--- src/rtl/seq_divider.sv ---
// ---------------------------------------------------------------------------
// seq_divider
//
// Purpose: 32-bit sequential restoring divider, one quotient bit per clock.
//   A start accepted in IDLE captures the operands, runs 32 restoring steps
//   on operand magnitudes (MSB first), applies sign / divide-by-zero
//   correction in FIX and presents the registered results with a one-cycle
//   done pulse.  Accept-to-done latency is always 33 edges.
//
// Configuration:
//   SEQ_DIVIDER_SIGNED_EN  defined   -> signed_op=1 selects signed division
//                                       (quotient truncates toward zero,
//                                       remainder takes the dividend's sign)
//                          undefined -> signed_op is ignored, all divides
//                                       are unsigned
//
// Ports:
//   clk        in   1  rising-edge clock
//   rst_n      in   1  synchronous active-low reset
//   start      in   1  request a divide (sampled only in IDLE)
//   signed_op  in   1  1 = signed (DIV), 0 = unsigned (DIVU)
//   dividend   in  32  numerator, captured on accept
//   divisor    in  32  denominator, captured on accept
//   quotient   out 32  registered quotient
//   remainder  out 32  registered remainder
//   busy       out  1  high in RUN, FIX and DONE
//   done       out  1  one-cycle completion pulse
//   div_zero   out  1  divisor was zero; valid with done, held with results
//
// Handshake: start is a request that is taken only while busy=0; there is
//   no queueing, so a start raised while busy=1 is simply dropped.  Results
//   are valid in the done cycle and stay stable until the next operation
//   writes new ones at its FIX->DONE edge.
// ---------------------------------------------------------------------------
module seq_divider (
   input  logic        clk,
   input  logic        rst_n,
   input  logic        start,
   input  logic        signed_op,
   input  logic [31:0] dividend,
   input  logic [31:0] divisor,
   output logic [31:0] quotient,
   output logic [31:0] remainder,
   output logic        busy,
   output logic        done,
   output logic        div_zero
);

   typedef enum logic [1:0] {
      IDLE = 2'd0,
      RUN  = 2'd1,
      FIX  = 2'd2,
      DONE = 2'd3
   } state_t;

   state_t      state;
   state_t      state_nx;

   logic [4:0]  cnt;       // remaining iterations after the current one
   logic [31:0] prem;      // partial remainder
   logic [31:0] pquo;      // dividend magnitude shifting out, quotient in
   logic [31:0] dmag;      // divisor magnitude
   logic [31:0] dvd_raw;   // dividend as captured, for the divide-by-zero result
   logic        neg_q;     // quotient must be negated in FIX
   logic        neg_r;     // remainder must be negated in FIX
   logic        dz;        // captured divisor was zero

   // Effective signed mode: tied low when signed support is compiled out.
   logic        sop;
`ifdef SEQ_DIVIDER_SIGNED_EN
   assign sop = signed_op;
`else
   logic        unused_signed_op;
   assign sop              = 1'b0;
   assign unused_signed_op = signed_op;
`endif

   // Operand magnitudes.  Negating 0x80000000 yields 0x80000000, which read
   // as unsigned is exactly 2^31, so the most negative value needs no
   // special case.
   logic [31:0] a_mag;
   logic [31:0] b_mag;
   assign a_mag = (sop && dividend[31]) ? (~dividend + 32'd1) : dividend;
   assign b_mag = (sop && divisor[31])  ? (~divisor  + 32'd1) : divisor;

   // One restoring step.  The partial remainder is always below dmag
   // (<= 2^31), so the shifted value fits 33 bits and bit 32 of the trial
   // difference is a reliable "went negative" flag.
   logic [32:0] shifted;
   logic [32:0] trial;
   assign shifted = {prem, pquo[31]};
   assign trial   = shifted - {1'b0, dmag};

   // ------------------------------------------------------------------
   // FSM state register
   // ------------------------------------------------------------------
   always_ff @(posedge clk) begin
      if (!rst_n) begin
         state <= IDLE;
      end else begin
         state <= state_nx;
      end
   end

   // ------------------------------------------------------------------
   // FSM next state and status outputs
   // ------------------------------------------------------------------
   always_comb begin
      state_nx = state;
      busy     = 1'b1;
      done     = 1'b0;
      case (state)
         IDLE: begin
            busy = 1'b0;
            if (start) state_nx = RUN;
         end
         RUN: begin
            if (cnt == 5'd0) state_nx = FIX;
         end
         FIX: begin
            state_nx = DONE;
         end
         DONE: begin
            done     = 1'b1;
            state_nx = IDLE;
         end
         default: begin
            state_nx = IDLE;
         end
      endcase
   end

   // ------------------------------------------------------------------
   // Datapath and result registers
   // ------------------------------------------------------------------
   always_ff @(posedge clk) begin
      if (!rst_n) begin
         cnt       <= 5'd0;
         prem      <= 32'd0;
         pquo      <= 32'd0;
         dmag      <= 32'd0;
         dvd_raw   <= 32'd0;
         neg_q     <= 1'b0;
         neg_r     <= 1'b0;
         dz        <= 1'b0;
         quotient  <= 32'd0;
         remainder <= 32'd0;
         div_zero  <= 1'b0;
      end else begin
         case (state)
            IDLE: begin
               if (start) begin
                  cnt     <= 5'd31;
                  prem    <= 32'd0;
                  pquo    <= a_mag;
                  dmag    <= b_mag;
                  dvd_raw <= dividend;
                  neg_q   <= sop && (dividend[31] ^ divisor[31]);
                  neg_r   <= sop && dividend[31];
                  dz      <= (divisor == 32'd0);
               end
            end
            RUN: begin
               if (!trial[32]) begin
                  prem <= trial[31:0];
                  pquo <= {pquo[30:0], 1'b1};
               end else begin
                  prem <= shifted[31:0];
                  pquo <= {pquo[30:0], 1'b0};
               end
               if (cnt != 5'd0) cnt <= cnt - 5'd1;
            end
            FIX: begin
               // With sop=0 both negate flags are zero and this is a
               // plain pass-through of the unsigned result.
               if (dz) begin
                  quotient  <= 32'hFFFF_FFFF;
                  remainder <= dvd_raw;
                  div_zero  <= 1'b1;
               end else begin
                  quotient  <= neg_q ? (~pquo + 32'd1) : pquo;
                  remainder <= neg_r ? (~prem + 32'd1) : prem;
                  div_zero  <= 1'b0;
               end
            end
            default: begin
            end
         endcase
      end
   end

endmodule

--- config.mk ---
export PLATFORM = sky130hd
export DESIGN_NAME = seq_divider
export DESIGN_NICKNAME = d
export VERILOG_FILES = /design/src/rtl/seq_divider.sv
export SDC_FILE = /design/constraint.sdc
export NUM_CORES = 1
export LEC_CHECK = 0
export BUFFER_PORTS_ARGS = -buffer_cell sky130_fd_sc_hd__buf_2
export CAP_MARGIN = 10
export CORE_UTILIZATION = 58
export DETAILED_ROUTE_END_ITERATION = 16
export GPL_ROUTABILITY_DRIVEN = 0
export HOLD_SLACK_MARGIN = 0.05
export PLACE_DENSITY = 0.81
export SLEW_MARGIN = 20
export SYNTH_ARGS = -nofsm -noshare
export SYNTH_HDL_FRONTEND = slang
export SYNTH_SLANG_ARGS = --single-unit
--- constraint.sdc ---
create_clock -name clk -period 4 [get_ports clk]
set_clock_uncertainty 0.15 [all_clocks]
set_input_delay 0.4 -clock clk [delete_from_list [all_inputs] [get_ports clk]]
set_output_delay 0.4 -clock clk [all_outputs]
set_load 0.05 [all_outputs]
==> key figures <==
Status
  • Outcome: finished, final reports clean

Worst setup path
  • Worst endpoint required time: about 4200 ps
  • Arrival time of data at the critical path endpoint: approximately 4000 ps
  • Setup CP Type: reg2reg
  • Type of origin of the critical path: flop
  • Critical Path End Type: flop
  • Max Fanout on Critical Path: 29

Global routing
  • Overflow after GRT: 0
  • Maximum number of pins on one net before global-route repair: approximately 170
  • Wire length of the first global-routing pass: 37.87 mm
  • Via count of the first global-routing pass: 7856
  • Total global-route track usage: 27.41%
  • Number of antenna violations at the first check in global routing: 0

Timing
  • Unrepaired setup endpoints after global routing: false
  • Setup Total Neg Slack: 0 ps
  • Final setup viols: 0
  • Total count of hold-check failures in the final report: 0
  • Final critical-path required period: approximately 3700 ps
  • Post-route fraction of the period consumed by the critical path: roughly 93%
  • Transition at the pin with the smallest max-transition slack: around 830 ps
  • Min Hold Slack: about 80 ps
  • Max-slew headroom: between 40% and 50%
  • Fmax: between 200 and 300 MHz
  • Count of final max-slew check failures: 0
  • Post-route worst setup slack: around 270 ps

Yosys
  • Dominant combinational cell family by area after synthesis: compound AO/OA/AOI/OAI gates
  • Synthesized-area fraction occupied by ao, oa, aoi and oai cells: between 10% and 20%
  • Dominant cells by area after synthesis: sky130_fd_sc_hd__dfxtp_1 42%, sky130_fd_sc_hd__mux2i_1 9.5%, sky130_fd_sc_hd__nand2_1 7.1%
  • Number of warning messages in the yosys log: 0
  • Basic-gate share of the synthesized area counting and, or, nand and nor cells: between 10% and 20%
  • Synth Area in XOR/XNOR: ~3.3%
  • Combined area of all synthesized cells: 9623 µm²
  • Yosys top cell area share: a little over two fifths
  • Count of flip-flops with a built-in enable after synthesis: 0
  • Count of mapped cells out of synthesis: 1145
  • Library cell occupying the most area in the post-synthesis netlist: sky130_fd_sc_hd__dfxtp_1
  • Area share of fa/ha/maj cells after synthesis: between 5 and 6%
  • Most frequently used flop master after synthesis: sky130_fd_sc_hd__dfxtp_1
  • Sequential share of the synthesized area: between 40% and 50%
  • Async set-or-reset flop fraction in the synthesized netlist: 0%
  • Proportion of synthesized area in mux cells: under 10%
  • Mean Syn Cell Area: about 8.4 µm²
  • Library cells used by synthesis: 54
  • #FFs+latches synth: 201
  • Post-synth net total: 1253

Routing
  • Routed via count: 8584
  • Wire length reported by the detailed router: about 24 mm
  • Wire per inst: about 16 µm
  • Router iterations before antenna repair: 11
  • DRC Markers: 0
  • Antenna Violating Nets Remaining: 0
  • Avg Vias per Cell: roughly 5.6
  • Violation count after the first detailed-routing iteration: roughly 600

Clock network
  • Clock Tree Buf Depth: 3
  • Later-pin clock latency in the skew report: around 490 ps
  • Clock buffer count from CTS: 21
  • Root cell of the clock tree: sky130_fd_sc_hd__clkbuf_16
  • Reg clk slew, reported paths: around 60 ps
  • Number of instances resized during post-cts repair: 0
  • Number of buffers inserted for hold repair after clock tree synthesis: 61
  • Clock tree from TritonCTS: built
  • Number of sinks driven by the clock tree: 201
  • Number of levels the H-tree was split into: 1
  • Number of buffers inserted by post-CTS setup repair: 0

Layout
  • Non-filler cells, final: 1521
  • Signed area change from the synthesized netlist to the final layout: 21.08%
  • Layout cell share with drive strength beyond 1: between 10 and 15%
  • Commonest non-fill, non-tap cell in the layout: sky130_fd_sc_hd__dfxtp_1
  • Most frequent cells in the layout: 200 x sky130_fd_sc_hd__dfxtp_1, 181 x sky130_fd_sc_hd__nand2_1, 133 x sky130_fd_sc_hd__buf_2
  • Diodes inserted: 0
  • Final Net Count: ~1.4k

Floorplanning
  • I/O pin total: 135
  • Total number of placement rows: 46
  • Effective utilization at floorplan: 59.93%
  • Floorplan die height: around 130 µm
  • Total core area: roughly 16000 µm²
  • Die span in x: between 100 and 150 µm
  • Die area: ~17000 µm²

Job
  • Count of max-cap constraint violations: 0

Min path
  • Hold Path Class: in2reg

Placement
  • Setup slack after placement: about 330 ps
  • Instance count after placement with tap cells included: around 1.4k
  • Final HPWL from detailed placement: approximately 16 mm
  • Number of buffer cells added on primary ports: ~130
layout make-up:
type | count | area [µm²]
clock inverter | 2 | 13.76
tap | 216 | 270.3
multi-input combinational | 818 | 5109
fill | 1188 | 4407
timing repair buffer | 206 | 1391
inverter | 45 | 171.4
clock buffer | 33 | 670.6
sequential | 201 | 4025
cell usage after synthesis (10+ instances only):
| library cell | number |
|---|---|
| sky130_fd_sc_hd__dfxtp_1 | 201 |
| sky130_fd_sc_hd__nand2_1 | 182 |
| sky130_fd_sc_hd__nor2_1 | 124 |
| sky130_fd_sc_hd__a21oi_1 | 93 |
| sky130_fd_sc_hd__mux2i_1 | 91 |
| sky130_fd_sc_hd__a211oi_1 | 67 |
| sky130_fd_sc_hd__clkbuf_1 | 66 |
| sky130_fd_sc_hd__inv_1 | 44 |
| sky130_fd_sc_hd__ha_1 | 39 |
| sky130_fd_sc_hd__o21ai_1 | 34 |
| sky130_fd_sc_hd__o22ai_1 | 32 |
| sky130_fd_sc_hd__xnor2_1 | 20 |
| sky130_fd_sc_hd__o21ai_0 | 13 |
| sky130_fd_sc_hd__xor2_1 | 13 |
| sky130_fd_sc_hd__nand4_1 | 10 |
registers in the layout, summed over array words and instances (netlist names):
| signal | count |
|---|---|
| dmag | 32 |
| remainder | 32 |
| cnt | 5 |
| quotient | 32 |
| div_zero | 1 |
| prem | 32 |
| dz | 1 |
| pquo | 32 |
| state | 2 |
| dvd_raw | 32 |
critical path, cell delays in order (launching register included):
cell                       delay [ps]
sky130_fd_sc_hd__dfxtp_1          350
sky130_fd_sc_hd__inv_1             70
sky130_fd_sc_hd__ha_1             140
sky130_fd_sc_hd__inv_1             60
sky130_fd_sc_hd__fa_1             440
sky130_fd_sc_hd__a211oi_2         220
sky130_fd_sc_hd__o21a_1           240
sky130_fd_sc_hd__o21ai_1          120
sky130_fd_sc_hd__a41o_1           330
sky130_fd_sc_hd__a21bo_2          250
sky130_fd_sc_hd__o41ai_4          330
sky130_fd_sc_hd__xor2_4           340
sky130_fd_sc_hd__buf_12           260
sky130_fd_sc_hd__mux2i_1          220
sky130_fd_sc_hd__o21ai_1           70
routing by layer:
layer | share of wire (%) | vias up | global-route usage (%) | wire [µm]
met5 | 0 | - | 0 | 0
met4 | 1.6 | 0 | 6.085 | 371
met3 | 6.4 | 31 | 3.787 | 1510
met2 | 45 | 277 | 45.35 | 10740
met1 | 47 | 3971 | 37.93 | 11140
li1 | - | 4305 | - | -
through the flow:
step,util [%],area [µm²]
after CTS,72.56,11650
after detailed placement,64.49,10360
after global placement,64.49,10360
after global routing,72.56,11650
final,72.56,11650
after floorplan,-,9623
logic make-up after synthesis:
kind of cell / count (synthesis)
xor gates and xnor gates: 34
and+or+nand+nor: 358
DFF: 201
AOI/OAI and AO/OA: 295
buffers and inverters: 126
muxes: 91
adders and majority gates: 40
path summary, 6_finish.rpt:
path               start          to  slack [ps]  cells past startpoint
max reg2reg     pquo[31]     prem[6]         270                     14
min reg2reg     dmag[21]    dmag[21]         300                      2
max             pquo[31]     prem[6]         270                     14
min          dividend[7]  dvd_raw[7]          80                      3
Power is not shown: default switching activity piles up to over one toggle a cycle in this logic, so the estimate is an artifact.
